--- src/rtl/tabla_pkg.sv ---
// Shared FSM states and sizing helpers for the verificador_tabla truth-table checker.
package tabla_pkg;

  typedef enum logic [1:0] {
    IDLE  = 2'd0,
    APPLY = 2'd1,
    DONE  = 2'd2
  } estado_e;

  function automatic int tabla_w(input int n_in, input int n_out);
    return n_out * (2 ** n_in);
  endfunction

  // Ceiling log2 that never returns less than one bit.
  function automatic int clog2_min1(input int v);
    int r;
    r = 1;
    while ((2 ** r) < v) r = r + 1;
    return r;
  endfunction

endpackage

--- src/rtl/contador_settle.sv ---
// Loadable down-counter for the per-vector hold time; tc_o marks the sampling cycle.
module contador_settle #(
  parameter int W      = 1,
  parameter int SETTLE = 1
) (
  input  logic clk,
  input  logic rst,
  input  logic load_i,
  input  logic en_i,
  output logic tc_o
);

  localparam logic [W-1:0] CARGA = W'(SETTLE);

  logic [W-1:0] cnt_q, cnt_d;

  always_comb begin
    cnt_d = cnt_q;
    if (load_i) begin
      cnt_d = CARGA;
    end else if (en_i && (cnt_q != '0)) begin
      cnt_d = cnt_q - W'(1);
    end
  end

  always_ff @(posedge clk) begin
    if (rst) cnt_q <= '0;
    else     cnt_q <= cnt_d;
  end

  assign tc_o = (cnt_q == '0);

endmodule

--- src/rtl/verificador_tabla.sv ---
// Exhaustive truth-table checker: drives every N_IN-bit vector and compares the response
// against EXPECTED. Define TABLA_CAPTURE_EN to add the captured response-table port.
module verificador_tabla
  import tabla_pkg::*;
#(
  parameter int N_IN   = 4,
  parameter int N_OUT  = 2,
  parameter int SETTLE = 1,
  parameter logic [tabla_w(N_IN, N_OUT)-1:0] EXPECTED = '0
) (
  input  logic              clk,
  input  logic              rst,
  input  logic              start,
  output logic [N_IN-1:0]   in_vec,
  input  logic [N_OUT-1:0]  out_vec,
  output logic              busy,
  output logic              done,
  output logic              pass,
  output logic [N_IN:0]     err_count,
  output logic [N_IN-1:0]   first_err
`ifdef TABLA_CAPTURE_EN
  ,
  output logic [tabla_w(N_IN, N_OUT)-1:0] captured
`endif
);

  localparam int              CW      = clog2_min1(SETTLE + 1);
  localparam logic [N_IN-1:0] IDX_FIN = '1;

  estado_e          state_q, state_d;
  logic [N_IN-1:0]  idx_q, idx_d;
  logic [N_IN-1:0]  first_q, first_d;
  logic [N_IN:0]    err_q, err_d;
  logic             pass_q, pass_d;
  logic             load, tc, mism;
  logic [N_OUT-1:0] esperado;

  contador_settle #(
    .W      (CW),
    .SETTLE (SETTLE)
  ) u_settle (
    .clk    (clk),
    .rst    (rst),
    .load_i (load),
    .en_i   (state_q == APPLY),
    .tc_o   (tc)
  );

  assign esperado = EXPECTED[int'(idx_q) * N_OUT +: N_OUT];
  assign mism     = (out_vec != esperado);

  always_comb begin
    state_d = state_q;
    idx_d   = idx_q;
    err_d   = err_q;
    first_d = first_q;
    pass_d  = pass_q;
    load    = 1'b0;
    unique case (state_q)
      IDLE: begin
        if (start) begin
          state_d = APPLY;
          idx_d   = '0;
          err_d   = '0;
          first_d = '0;
          pass_d  = 1'b0;
          load    = 1'b1;
        end
      end
      APPLY: begin
        // tc marks the last hold cycle: out_vec is sampled on the edge that ends it.
        if (tc) begin
          if (mism) begin
            err_d = err_q + (N_IN+1)'(1);
            if (err_q == '0) first_d = idx_q;
          end
          if (idx_q == IDX_FIN) begin
            state_d = DONE;
            pass_d  = (err_d == '0);
          end else begin
            idx_d = idx_q + N_IN'(1);
            load  = 1'b1;
          end
        end
      end
      DONE:    state_d = IDLE;
      default: state_d = IDLE;
    endcase
  end

  always_ff @(posedge clk) begin
    if (rst) state_q <= IDLE;
    else     state_q <= state_d;
  end

  always_ff @(posedge clk) begin
    if (rst) begin
      idx_q   <= '0;
      err_q   <= '0;
      first_q <= '0;
      pass_q  <= 1'b0;
    end else begin
      idx_q   <= idx_d;
      err_q   <= err_d;
      first_q <= first_d;
      pass_q  <= pass_d;
    end
  end

  assign in_vec    = (state_q == APPLY) ? idx_q : '0;
  assign busy      = (state_q == APPLY);
  assign done      = (state_q == DONE);
  assign pass      = pass_q;
  assign err_count = err_q;
  assign first_err = first_q;

`ifdef TABLA_CAPTURE_EN
  logic [tabla_w(N_IN, N_OUT)-1:0] cap_q;

  // Kept across runs; each sample overwrites its own entry.
  always_ff @(posedge clk) begin
    if (rst) begin
      cap_q <= '0;
    end else if ((state_q == APPLY) && tc) begin
      cap_q[int'(idx_q) * N_OUT +: N_OUT] <= out_vec;
    end
  end

  assign captured = cap_q;
`endif

endmodule
--- config.mk ---
export PLATFORM = sky130hd
export DESIGN_NAME = verificador_tabla
export DESIGN_NICKNAME = d
export VERILOG_FILES = /design/src/rtl/tabla_pkg.sv /design/src/rtl/contador_settle.sv /design/src/rtl/verificador_tabla.sv
export SDC_FILE = /design/constraint.sdc
export NUM_CORES = 1
export LEC_CHECK = 0
export ABC_CLOCK_PERIOD_IN_PS = 1400
export BUFFER_PORTS_ARGS = -buffer_cell sky130_fd_sc_hd__buf_4
export CORE_ASPECT_RATIO = 1.25
export CORE_MARGIN = 1
export CORE_UTILIZATION = 45
export DETAILED_ROUTE_END_ITERATION = 8
export GPL_ROUTABILITY_DRIVEN = 0
export MAX_ROUTING_LAYER = met4
export PLACE_DENSITY = 0.73
export RECOVER_POWER = 50
export SLEW_MARGIN = 15
export SYNTH_ARGS = -nofsm -noshare
export SYNTH_HDL_FRONTEND = slang
export SYNTH_SLANG_ARGS = --single-unit
--- constraint.sdc ---
create_clock -name clk -period 1.4 [get_ports clk]
set_input_delay 0.14 -clock clk [delete_from_list [all_inputs] [get_ports clk]]
set_output_delay 0.14 -clock clk [all_outputs]
set_load 0.005 [all_outputs]
==> impl.org <==
** Floorplanning
- Die height :: 52.9 um
- Number of top-level design ports :: 21
- The region available for standard cell placement spans 0.00196 mm^2.
- Starting Density :: 0.475
- # rows :: 18
- The die is 42.7 um wide.
- The die covers 0.00226 mm^2.

** Worst hold path
- The path class of the tightest hold or removal check is input port to flip-flop.

** Setup path
- STA classifies the critical path endpoint as a flip-flop.
- Delay contributed by the slowest stage of the critical path :: 450 ps
- Cell-by-cell listing of the critical path :: inv_2 > ha_4 > or4b_4 > o21a_4 > nand3b_1 > a21oi_1
- Startpoint types :: flip-flop
- Data arrives at the worst endpoint at 1790 ps.
- The number of cells on the worst reg-to-reg path is 6.
- Worst reg2reg endpoint :: first_err[1]$_SDFFE_PP0P_
- For this design, the slowest cell found on the critical path is sky130_fd_sc_hd__or4b_4.
- In this run the worst setup path terminates at first_err[1]$_SDFFE_PP0P_.
- Category of the most critical setup path :: flip-flop to flip-flop
- The worst register-to-register path has a setup slack of -160 ps.
- The most critical setup path has its startpoint at err_count[0]$_SDFFE_PP0P_.
- Largest fanout of any net on the critical path :: 8
- The worst register-to-register path begins at err_count[0]$_SDFFE_PP0P_.
- Worst EP required :: 1640 ps

** Power and ir drop
- Summed over all cells, the static leakage comes to 0.574 nW.
- Total power of the final layout :: 1.07 mW
- The share of total power dissipated in the clock network is 0.252.
- Int Power :: 752 uW
- Of the total power, the share spent switching nets is 0.296.
- Sw power :: 316 uW
- In this run the power density over the cells is 747 mW/mm^2.
- Worst IR drop on VDD :: 690 uV
- Register share of total power :: 0.481
- Of the total power, combinational logic draws 0.267.

** Logic synthesis
- Synthesis instantiated 38 different standard cells from the library.
- Sequential cell area fraction in the yosys report :: 0.366
- Nets in the synthesized netlist :: 123
- After technology mapping, the gate count stands at 115.
- Count of flip-flops with a built-in enable after synthesis :: 0
- After synthesis, the share of flip-flops with an asynchronous set or reset is 0.
- #FFs+latches synth :: 17
- Averaged over all synthesized cells, the footprint is 8.09 um^2.
- Commonest register cell after synthesis :: sky130_fd_sc_hd__dfxtp_1
- Yosys warning total :: 0
- Area of the mapped netlist :: 931 um^2

** CTS
- The root buffer cell chosen for the clock tree is sky130_fd_sc_hd__clkbuf_4.
- Hold-fix buffer count after cts :: 0
- Counting along the longest clock path gives a buffer depth of 2.
- TritonCTS built the clock tree.
- Clock tree synthesis inserted a total of 3 buffers.
- CTS built an H-tree with a depth of 1.
- After clock tree synthesis, the clock-pin slew on the worst setup and hold paths is 110 ps.
- CTS saw 17 sinks.
- The clock reaches the later pin of the worst-skew pair after 290 ps.

** GRT
- Pin count of the biggest net entering global routing :: 17
- The total overflow left after global routing is 0.
- First-pass GRT wire length :: 4010 um
- Vias in the first global route :: 921
- Total global-route track usage :: 0.236
- Antenna violations before repair :: 0

** STA
- The final number of hold-violating endpoints is 0.
- The worst pin sits at a relative slew slack of 0.740.
- Subtracting the final worst setup slack from the clock period gives 1560 ps.
- At the pin with the least slew margin, the transition time is 385 ps.
- Setup slack on the critical path of the routed design comes to -157 ps.
- Dividing the final minimum period by the clock period gives 1.11.
- Final setup vio count :: 5
- For this run, the top clock speed supported by timing is 0.642 GHz.
- For the final routed database, the setup TNS stands at -636 ps.
- Across the routed clock network, the largest skew measured is 6.98 ps.
- Max-slew violation total from the final report :: 0
- Unrepaired setup endpoints after global routing :: true

** Layout
- Register cell area after layout :: 349 um^2
- Core Util, Final :: 0.731
- Antenna Cells :: 0
- Area of combinational cells with multiple inputs :: 684 um^2
- Of the cells placed in the final design, the portion with a size suffix greater than 1 is 0.465.
- Compared with the post-synthesis result, the final layout area differs by 53.8%.
- Fill cells in the final layout number 145.
- Number of nets in the layout :: 168

** Place
- Once detailed placement completed, the half-perimeter wirelength came to 1850 um.
- Number of port buffers :: 20

** Drt
- In the routed layout, each cell is associated on average with a via count of 5.86.
- Routed WL :: 2700 um
- In this run, the number of DRC markers left after iteration 0 of detailed routing was 25.
- Final routed DRC violation total :: 0
- Residual antenna-violating net count after detailed routing :: 0
- The first detailed-routing pass ran for 4 iterations.
- The routed layout has 1049 vias.
- Dividing the detail-routed wire length by the instance count gives 15.1 um.

** Flow run
- Max Cap Viol :: 0

** Run status
- Run status :: complete, but fails checks
- Failing checks :: negative setup slack
==> cell usage in the layout, fill, tap and decap left out, drive strengths merged <==
cell,count
buf,38
dfxtp,17
a21oi,13
nor2,12
clkbuf,10
o21ai,8
nand2,7
nor3,6
nand3b,5
and2,4
ha,3
inv,3
nand2b,3
nand3,3
a2bb2oi,2
a311oi,2
nor2b,2
a21boi,2
o2111ai,2
or4b,1
o21a,1
a21o,1
and2b,1
or3b,1
o31ai,1
or4,1
xor2,1
o41ai,1
mux2,1
o22ai,1
nor4b,1
a31o,1
a211oi,1
nor3b,1
or3,1
clkinv,1
==> power groups by stage <==
stage,Clock [mW],Sequential [mW],Combinational (mW)
after floorplan,0,0.525,0.117
after global placement,0,0.520,0.226
after CTS,0.274,0.511,0.250
after global routing,0.294,0.516,0.308
final,0.269,0.514,0.285
after detailed placement,0,0.520,0.235
==> cell usage after synthesis, drive strengths merged (2+ instances only) <==
master,count,area [um^2]
nor2,12,45.0
nor3,6,30.0
a311oi,2,17.5
nand3b,5,37.5
o21ai,8,40.0
dfxtp,17,340
o2111ai,2,17.5
nand2b,3,26.3
a2bb2oi,2,17.5
clkbuf,3,11.3
and2,4,25.0
a21oi,13,65.1
nand2,7,26.3
a21boi,2,15.0
nand3,3,15.0
buf,2,8.75
ha,3,37.5
inv,3,11.3
nor2b,2,12.5
==> worst min-delay path by stage <==
stage          startpoint  cells after the start  slack [ps]                           to
5_1_grt               rst                      2         120    err_count[1]$_SDFFE_PP0P_
6_report              rst                      2         130    err_count[1]$_SDFFE_PP0P_
4_1_cts               rst                      2         130    first_err[0]$_SDFFE_PP0P_
3_5_place_dp          rst                      2         450  u_settle.cnt_q$_SDFFE_PP0P_
2_1_floorplan  out_vec[0]                      3         390    err_count[0]$_SDFFE_PP0P_
3_3_place_gp          rst                      2         440  u_settle.cnt_q$_SDFFE_PP0P_
==> worst max-delay path, delay by kind of cell (launching register included) <==
| family | cells | cell delay, ps |
|---|---|---|
| and+or+nand+nor | 2 | 610 |
| AOI/OAI and AO/OA | 2 | 350 |
| buffers and inverters | 1 | 80 |
| adders and majority gates | 1 | 130 |
| DFF | 1 | 340 |
==> flip-flops by register name (all words and copies together) (netlist names) <==
register and cells:
u_settle.cnt_q 1, state_q 2, first_err 4, pass 1, idx_q 4, err_count 5
==> area by class of cell <==
cell class / count / area share
well taps: 20 / 0.0175
repair buffers: 45 / 0.233
multi-input cells: 90 / 0.478
flip-flops and latches: 17 / 0.244
clock inverters: 1 / 0.00350
clock buffers: 3 / 0.0157
inverters: 3 / 0.00787
==> repair_timing <==
| item | 4_1_cts | 5_1_grt |
|---|---|---|
| pin swaps | 0 | 5 |
| setup endpoints to repair | 14 | 16 |
| setup buffers | 2 | 1 |
| resized for setup | 9 | 21 |
==> kinds of logic (layout without fill, tap and decap cells) <==
kind of cell,after synthesis,after routing,synth area share
simple gates,49,49,0.294
compound gates,36,36,0.245
flops,17,17,0.366
buf+inv,8,52,0.0336
fa+ha+maj,3,3,0.0403
xor+xnor,1,1,0.00941
mux,1,1,0.0121
==> through the flow <==
stage,setup slack (ps),cell area [um^2],hold slack [ps],cells
2_1_floorplan,-96.4,943,389,115
3_3_place_gp,-74.0,1270,442,173
3_5_place_dp,-119,1270,447,173
4_1_cts,-124,1350,125,178
5_1_grt,-227,1430,122,179
6_report,-157,1430,129,179
==> per-layer routing <==
layer	wire length, um	share of wire	global-route usage	up-vias
met5	0	0	-	-
met4	34	0.013	0.0781	0
met3	94	0.035	0.0375	6
met2	1410	0.52	0.412	25
met1	1160	0.43	0.277	508
li1	-	-	-	510
(Power assumes the default switching activity.)
